File: config.mk
export PLATFORM = sky130hd
export DESIGN_NAME = uart_tx_arbiter
export DESIGN_NICKNAME = d
export VERILOG_FILES = /design/src/rtl/uart_arb_pkg.sv /design/src/rtl/rr_arbiter.sv /design/src/rtl/uart_tx_arbiter.sv
export SDC_FILE = /design/constraint.sdc
export NUM_CORES = 1
export LEC_CHECK = 0
export CAP_MARGIN = 20
export CORE_ASPECT_RATIO = 0.9
export CORE_MARGIN = 3
export CORE_UTILIZATION = 45
export CTS_BUF_LIST = sky130_fd_sc_hd__clkbuf_4 sky130_fd_sc_hd__clkbuf_8
export CTS_CLUSTER_DIAMETER = 150
export CTS_CLUSTER_SIZE = 40
export DETAILED_ROUTE_END_ITERATION = 8
export MAX_ROUTING_LAYER = met4
export PLACE_DENSITY = 0.76
export SKIP_LAST_GASP = 1
export SLEW_MARGIN = 25
export SYNTH_ARGS = -nofsm -noshare
export SYNTH_HDL_FRONTEND = slang
export SYNTH_HIERARCHICAL = 1
export SYNTH_SLANG_ARGS = --single-unit
export TNS_END_PERCENT = 5
File: constraint.sdc
create_clock -name clk_i -period 3.6 [get_ports clk_i]
set_input_delay 0.54 -clock clk_i [delete_from_list [all_inputs] [get_ports clk_i]]
set_output_delay 0.54 -clock clk_i [all_outputs]
set_load 0.01 [all_outputs]
File: src/rtl/uart_arb_pkg.sv
// ============================================================================
// Module      : uart_arb_pkg
// Description : Shared types and helpers for the UART transmit arbiter.
//               Holds the FSM state encoding, the tag nibble and the
//               round-robin pointer wrap function.
// Revision    : 1.0 - initial release
// ============================================================================
`default_nettype none

package uart_arb_pkg;

    // Arbiter FSM states; tag states are only reachable with UART_ARB_TAG_EN
    typedef enum logic [2:0] {
        ST_IDLE      = 3'd0,
        ST_ACCEPT    = 3'd1,
        ST_TAG_START = 3'd2,
        ST_TAG_WAIT  = 3'd3,
        ST_START     = 3'd4,
        ST_WAIT      = 3'd5,
        ST_GAP       = 3'd6
    } arb_state_e;

    // Upper nibble of the tag byte sent ahead of each payload
    localparam logic [3:0] TAG_NIBBLE = 4'hA;

    // Index following idx in a ring of n entries
    function automatic int unsigned ptr_wrap(input int unsigned idx, input int unsigned n);
        return ((idx + 1) >= n) ? 0 : idx + 1;
    endfunction

endpackage

`default_nettype wire

File: src/rtl/rr_arbiter.sv
// ============================================================================
// Module      : rr_arbiter
// Description : Round-robin requester selection. Searches from the rotating
//               pointer, latches the winner on lock_i and advances the
//               pointer past the latched winner on accept_i.
// Revision    : 1.0 - initial release
// ============================================================================
`default_nettype none

module rr_arbiter
    import uart_arb_pkg::*;
#(
    parameter int NUM_REQ = 4,
    parameter int IDX_W   = $clog2(NUM_REQ)
) (
    input  logic               clk_i,
    input  logic               rst_ni,
    input  logic [NUM_REQ-1:0] req_i,
    input  logic               lock_i,
    input  logic               accept_i,
    output logic [NUM_REQ-1:0] gnt_o,
    output logic [IDX_W-1:0]   idx_o
);

    localparam logic [IDX_W:0] N_EXT = (IDX_W+1)'(NUM_REQ);

    logic [IDX_W-1:0]   ptr_q, ptr_d;
    logic [NUM_REQ-1:0] gnt_q, gnt_d;
    logic [IDX_W-1:0]   idx_q, idx_d;
    logic [NUM_REQ-1:0] win_oh;
    logic [IDX_W-1:0]   win_idx;

    // First valid requester at or after the pointer, wrapping around the ring
    always_comb begin : p_search
        logic [IDX_W:0] cand;
        logic           found;
        win_oh  = '0;
        win_idx = '0;
        found   = 1'b0;
        cand    = '0;
        for (int k = 0; k < NUM_REQ; k++) begin
            cand = {1'b0, ptr_q} + (IDX_W+1)'(k);
            if (cand >= N_EXT) begin
                cand = cand - N_EXT;
            end
            if (!found && req_i[cand[IDX_W-1:0]]) begin
                found                   = 1'b1;
                win_idx                 = cand[IDX_W-1:0];
                win_oh[cand[IDX_W-1:0]] = 1'b1;
            end
        end
    end

    // Latch the winner on lock, rotate priority past it on accept
    always_comb begin
        gnt_d = gnt_q;
        idx_d = idx_q;
        ptr_d = ptr_q;
        if (lock_i) begin
            gnt_d = win_oh;
            idx_d = win_idx;
        end
        if (accept_i) begin
            ptr_d = IDX_W'(ptr_wrap(32'(idx_q), NUM_REQ));
        end
    end

    // Grant and pointer registers
    always_ff @(posedge clk_i or negedge rst_ni) begin
        if (!rst_ni) begin
            ptr_q <= '0;
            gnt_q <= '0;
            idx_q <= '0;
        end else begin
            ptr_q <= ptr_d;
            gnt_q <= gnt_d;
            idx_q <= idx_d;
        end
    end

    assign gnt_o = gnt_q;
    assign idx_o = idx_q;

endmodule

`default_nettype wire

File: src/rtl/uart_tx_arbiter.sv
// ============================================================================
// Module      : uart_tx_arbiter
// Description : Shares one UART transmitter among NUM_REQ byte producers.
//               Round-robin grant, byte capture, tx_start pulse, wait for
//               tx_done, inter-frame gap, then re-arbitrate.
//               Optional macro UART_ARB_TAG_EN: each payload byte is preceded
//               by a tag byte {TAG_NIBBLE, grant index}.
// Revision    : 1.0 - initial release
// ============================================================================
`default_nettype none

module uart_tx_arbiter
    import uart_arb_pkg::*;
#(
    parameter  int NUM_REQ    = 4,
    parameter  int DATA_W     = 8,
    parameter  int GAP_CYCLES = 2,
    localparam int IDX_W      = $clog2(NUM_REQ)
) (
    input  logic                      clk_i,
    input  logic                      rst_ni,
    input  logic [NUM_REQ-1:0]        req_valid_i,
    input  logic [NUM_REQ*DATA_W-1:0] req_data_i,
    output logic [NUM_REQ-1:0]        req_ready_o,
    output logic                      tx_start_o,
    output logic [DATA_W-1:0]         tx_data_o,
    input  logic                      tx_busy_i,
    input  logic                      tx_done_i,
    output logic [IDX_W-1:0]          grant_id_o,
    output logic                      arb_busy_o
);

    // Gap counter runs 0..GAP_CYCLES-1 while in GAP
    localparam int             GAP_W    = (GAP_CYCLES > 1) ? $clog2(GAP_CYCLES) : 1;
    localparam logic [GAP_W-1:0] GAP_LAST = GAP_W'((GAP_CYCLES > 0) ? GAP_CYCLES - 1 : 0);

    arb_state_e         state_q, state_d;
    logic [GAP_W-1:0]   gap_q, gap_d;
    logic [DATA_W-1:0]  tx_data_q, tx_data_d;
    logic [IDX_W-1:0]   grant_id_q, grant_id_d;
    logic               lock, accept;
    logic [NUM_REQ-1:0] arb_gnt;
    logic [IDX_W-1:0]   arb_idx;
    logic [DATA_W-1:0]  sel_data;
`ifdef UART_ARB_TAG_EN
    logic [DATA_W-1:0]  payload_q, payload_d;
`endif

    rr_arbiter #(
        .NUM_REQ (NUM_REQ),
        .IDX_W   (IDX_W)
    ) u_rr (
        .clk_i    (clk_i),
        .rst_ni   (rst_ni),
        .req_i    (req_valid_i),
        .lock_i   (lock),
        .accept_i (accept),
        .gnt_o    (arb_gnt),
        .idx_o    (arb_idx)
    );

    // Byte offered by the latched winner
    assign sel_data = req_data_i[arb_idx*DATA_W +: DATA_W];

    // Next-state, datapath updates and pulse outputs
    always_comb begin
        state_d     = state_q;
        gap_d       = gap_q;
        tx_data_d   = tx_data_q;
        grant_id_d  = grant_id_q;
        lock        = 1'b0;
        accept      = 1'b0;
        req_ready_o = '0;
        tx_start_o  = 1'b0;
`ifdef UART_ARB_TAG_EN
        payload_d   = payload_q;
`endif
        case (state_q)
            ST_IDLE: begin
                // Winner is frozen here so a late drop of valid cannot change it
                if (|req_valid_i && !tx_busy_i) begin
                    lock    = 1'b1;
                    state_d = ST_ACCEPT;
                end
            end
            ST_ACCEPT: begin
                req_ready_o = arb_gnt;
                accept      = 1'b1;
                grant_id_d  = arb_idx;
`ifdef UART_ARB_TAG_EN
                payload_d   = sel_data;
                tx_data_d   = DATA_W'({TAG_NIBBLE, 4'(arb_idx)});
                state_d     = ST_TAG_START;
`else
                tx_data_d   = sel_data;
                state_d     = ST_START;
`endif
            end
`ifdef UART_ARB_TAG_EN
            ST_TAG_START: begin
                tx_start_o = 1'b1;
                state_d    = ST_TAG_WAIT;
            end
            ST_TAG_WAIT: begin
                // Payload follows the tag with no gap
                if (tx_done_i) begin
                    tx_data_d = payload_q;
                    state_d   = ST_START;
                end
            end
`endif
            ST_START: begin
                tx_start_o = 1'b1;
                state_d    = ST_WAIT;
            end
            ST_WAIT: begin
                if (tx_done_i) begin
                    if (GAP_CYCLES > 0) begin
                        gap_d   = '0;
                        state_d = ST_GAP;
                    end else begin
                        state_d = ST_IDLE;
                    end
                end
            end
            ST_GAP: begin
                if (gap_q == GAP_LAST) begin
                    state_d = ST_IDLE;
                end else begin
                    gap_d = gap_q + 1'b1;
                end
            end
            default: begin
                state_d = ST_IDLE;
            end
        endcase
    end

    // State and datapath registers; reset discards any captured byte
    always_ff @(posedge clk_i or negedge rst_ni) begin
        if (!rst_ni) begin
            state_q    <= ST_IDLE;
            gap_q      <= '0;
            tx_data_q  <= '0;
            grant_id_q <= '0;
`ifdef UART_ARB_TAG_EN
            payload_q  <= '0;
`endif
        end else begin
            state_q    <= state_d;
            gap_q      <= gap_d;
            tx_data_q  <= tx_data_d;
            grant_id_q <= grant_id_d;
`ifdef UART_ARB_TAG_EN
            payload_q  <= payload_d;
`endif
        end
    end

    assign tx_data_o  = tx_data_q;
    assign grant_id_o = grant_id_q;
    assign arb_busy_o = (state_q != ST_IDLE);

endmodule

`default_nettype wire

==> metrics.txt <==
# TYPE chip_impl_metric gauge
chip_impl_metric{name="synth_seq_cells",unit=""} 22
chip_impl_metric{name="syn_to_final_growth",unit="%"} 36.59
chip_impl_metric{name="fin_setup_tns",unit="ns"} 0
chip_impl_metric{name="drtPass1Iterations",unit=""} 4
chip_impl_metric{name="final_instance_area",unit="um^2"} 2172
chip_impl_metric{name="power",unit="mW"} 1.599
chip_impl_metric{name="floorplan.initialDensity",unit="%"} 49.55
chip_impl_metric{name="reg2reg_slack",unit="ns"} 1.09
chip_impl_metric{name="h-tree-depth",unit=""} 1
chip_impl_metric{name="insertion_delay",unit="ns"} 0.26
chip_impl_metric{name="syn-cell-area",unit="um^2"} 1590
chip_impl_metric{name="critical_path_arrival",unit="ns"} 2.12
chip_impl_info{name="critPathCaptureType",value="primary output"} 1
chip_impl_info{name="synthMostInstantiatedCell",value="nand2_1"} 1
chip_impl_metric{name="post_cts_resized",unit=""} 0
chip_impl_metric{name="wire_per_inst",unit="um"} 15.21
chip_impl_metric{name="cts_max_path_buffers",unit=""} 2
chip_impl_metric{name="ff2ff_path_depth",unit=""} 6
chip_impl_info{name="cp_slowest_cell",value="clkdlybuf4s50_1"} 1
chip_impl_metric{name="max_cap_violations",unit=""} 0
chip_impl_metric{name="floorplan.die.width",unit="um"} 68.66
chip_impl_metric{name="slowest_delay",unit="ns"} 0.53
chip_impl_metric{name="timing_max_transition_violations_final",unit=""} 0
chip_impl_metric{name="standard_cell_core_area",unit="um^2"} 3209
chip_impl_metric{name="placed_area",unit="um^2"} 2101
chip_impl_metric{name="die_height",unit="um"} 62.40
chip_impl_metric{name="grt_usage",unit="%"} 20.03
chip_impl_metric{name="post-route-min-period",unit="ns"} 2.664
chip_impl_metric{name="place_congestion",unit=""} 0.8757
chip_impl_metric{name="initial_antenna_violation_count",unit=""} 0
chip_impl_metric{name="number_of_enable_type_register_cells_in_the_synthesized_netlist",unit=""} 0
chip_impl_info{name="run_status",value="complete, no violations"} 1
chip_impl_metric{name="hold_viol_final",unit=""} 0
chip_impl_metric{name="grt-ovfl-total",unit=""} 0
chip_impl_metric{name="final_min_period_over_clock_period",unit="%"} 74.00
chip_impl_info{name="timing.rr.end",value="u_rr/gnt_o[3]$_DFFE_PN0P_"} 1
chip_impl_metric{name="vdd_ir_drop_max",unit="mV"} 0.3946
chip_impl_metric{name="slew_headroom",unit="%"} 59.84
chip_impl_info{name="grt_setup_unrepaired",value="no"} 1
chip_impl_metric{name="fp.dieArea",unit="um^2"} 4284
chip_impl_metric{name="yosysSeqAreaShare",unit="%"} 34.62
chip_impl_info{name="crit_path_cell_trace",value="or3b_4 > clkinv_4 > and2_1 > clkdlybuf4s50_1"} 1
chip_impl_metric{name="synth_fp_nets",unit=""} 203
chip_impl_info{name="critical_path_class",value="register to primary output"} 1
chip_impl_info{name="worstSetupStartpointType",value="register"} 1
chip_impl_metric{name="setup_violations",unit=""} 0
chip_impl_metric{name="grt_pass1_vias",unit=""} 1325
chip_impl_metric{name="post-cts-setup-buffers",unit=""} 0
chip_impl_info{name="clock_tree_root",value="clkbuf_8"} 1
chip_impl_metric{name="number_of_drc_violations_after_detailed_routing",unit=""} 0
chip_impl_info{name="start_of_the_worst_register_to_register_path",value="u_rr/ptr_q[0]$_DFFE_PN0P_"} 1
chip_impl_info{name="synth_common_cells",value="nand2_1, dfrtp_1, mux4_2"} 1
chip_impl_metric{name="worst-slew-pin-transition",unit="ns"} 0.6024
chip_impl_info{name="ys.flop_type",value="dfrtp_1"} 1
chip_impl_metric{name="crit_fanout",unit=""} 18
chip_impl_metric{name="ys.warnings.count",unit=""} 6
chip_impl_info{name="yosys.area.top_type",value="dfrtp_1"} 1
chip_impl_metric{name="avgSynthCellArea",unit="um^2"} 10.13
chip_impl_metric{name="powerDensity",unit="nW/um^2"} 736.0
chip_impl_metric{name="clkTransAtPathRegs",unit="ns"} 0.08
chip_impl_metric{name="port_buffers",unit=""} 55
chip_impl_info{name="synthTopCellsByArea",value="dfrtp_1, mux4_2, nand2_1"} 1
chip_impl_info{name="cts_tree",value="built"} 1
chip_impl_metric{name="yosysUniqueCellTypes",unit=""} 36
chip_impl_metric{name="site_row_count",unit=""} 19
chip_impl_metric{name="fin_skew",unit="ns"} 0.006089
chip_impl_metric{name="synth-async-reset-ratio",unit="%"} 100.0
chip_impl_metric{name="ant_nets",unit=""} 0
chip_impl_metric{name="grt_pass1_wl",unit="um"} 6389
chip_impl_metric{name="layout-drive-gt1-share",unit="%"} 12.62
chip_impl_metric{name="max_clock_freq",unit="GHz"} 0.3754
chip_impl_metric{name="drt_wl_total",unit="um"} 3772
chip_impl_metric{name="nets",unit=""} 253
chip_impl_metric{name="number_of_placed_i_o_pins",unit=""} 56
chip_impl_metric{name="cts_hold_fix_bufs",unit=""} 0
chip_impl_metric{name="place_hpwl",unit="um"} 2980
chip_impl_metric{name="cts-buffers-inserted",unit=""} 3
chip_impl_metric{name="total_via_count_in_the_routed_design",unit=""} 1379
chip_impl_metric{name="top_area_cell_type_share_of_the_netlist_area",unit="%"} 34.62
chip_impl_metric{name="numClockSinks",unit=""} 22
chip_impl_metric{name="detail_route.vias_per_cell",unit=""} 5.560
chip_impl_metric{name="n_antenna_cell",unit=""} 0
chip_impl_metric{name="cellLeakagePower",unit="nW"} 0.8952
chip_impl_metric{name="violation_count_after_the_first_detailed_route_iteration",unit=""} 74
chip_impl_metric{name="maximum_number_of_pins_on_one_net_before_global_route_repair",unit=""} 23
chip_impl_metric{name="timing.critical_path.required",unit="ns"} 3.06
chip_impl_info{name="hold_path.class",value="primary input to asynchronous set/reset pin"} 1
chip_impl_metric{name="syn_inst",unit=""} 157
worst max-delay path: cells and delay by family, from the launching register on:
family	cells	cell delay [ns]
buf+inv	2	0.68
flops	1	0.51
simple gates	2	0.66
how the worst max path moves through the flow:
stage,from,slack (ns),to
2_1_floorplan,u_rr/ptr_q[1]$_DFFE_PN0P_,1.50,u_rr/gnt_o[0]$_DFFE_PN0P_
3_3_place_gp,req_valid_i[1],0.95,u_rr/gnt_o[3]$_DFFE_PN0P_
3_5_place_dp,req_valid_i[1],0.71,u_rr/gnt_o[3]$_DFFE_PN0P_
4_1_cts,state_q[0]$_DFFE_PN0P_,0.93,req_ready_o[0]
5_1_grt,u_rr/ptr_q[0]$_DFFE_PN0P_,0.80,u_rr/gnt_o[0]$_DFFE_PN0P_
6_report,state_q[0]$_DFFE_PN0P_,0.94,req_ready_o[0]
per-layer routing:
metal  part of all wire, %  routed length, um  vias to the layer above  track usage [%]
li1                      -                  -                      658                -
met2                    52               1956                       41            32.18
met3                   4.6                172                        6            3.417
met4                   1.7                 66                        0            6.700
met5                     0                  0                        -                -
met1                    42               1576                      674            25.14
power by group:
group / internal (mW) / switching [mW]
logic: 0.483 / 0.365
clock network: 0.149 / 0.0788
registers: 0.362 / 0.162
total: 0.993 / 0.606
placed cells by master, fill, tap and decap left out, types with 2 or more instances in the layout:
cell type         n
o21ai_0           3
or3_1             2
and2_1            4
nand2_1          41
clkdlybuf4s50_1  54
clkbuf_8          3
dfrtp_1          22
nand3b_1          4
inv_1             4
o22ai_1           2
mux2_2            2
ha_1              6
a31oi_1           5
a21o_2            3
a21oi_1           7
nor3b_1           2
mux4_2           11
o21a_1            3
nand3_1           2
mux2i_1           4
nor2_1            8
state kept, by name, indices dropped and copies added (netlist names):
signal / count
u_rr/idx_o: 2
state_q: 3
gap_q: 1
u_rr/gnt_o: 4
grant_id_o: 2
tx_data_o: 8
u_rr/ptr_q: 2
cell type report:
class | instances | area, um^2
inverter | 5 | 23.77
sequential | 22 | 550.5
tap | 42 | 52.55
timing repair buffer | 55 | 545.5
multi-input combinational | 120 | 928.4
clock buffer | 3 | 41.29
clock inverter | 1 | 30.03
fill | 256 | 1037
kinds of logic after synthesis:
| logic type | synth area share [%] |
|---|---|
| multiplexers | 21.16 |
| adder cells (fa/ha/maj) | 4.721 |
| AND/OR/NAND/NOR | 21.09 |
| AO/OA/AOI/OAI | 11.09 |
| buffers and inverters | 7.316 |
| flip-flops | 34.62 |
per-stage QoR:
| stage | cells | hold WS [ns] | worst slack [ns] | util [%] |
|---|---|---|---|---|
| 3_3_place_gp | 244 | 0.4572 | 0.9458 | 65.46 |
| 4_1_cts | 248 | 0.4831 | 0.9267 | 67.68 |
| 5_1_grt | 248 | 0.2563 | 0.7952 | 67.68 |
| 3_5_place_dp | 244 | 0.4629 | 0.7094 | 65.46 |
| 6_report | 248 | 0.2200 | 0.9360 | 67.68 |
| 2_1_floorplan | 157 | 0.2444 | 1.504 | - |
(Power assumes the default switching activity.)
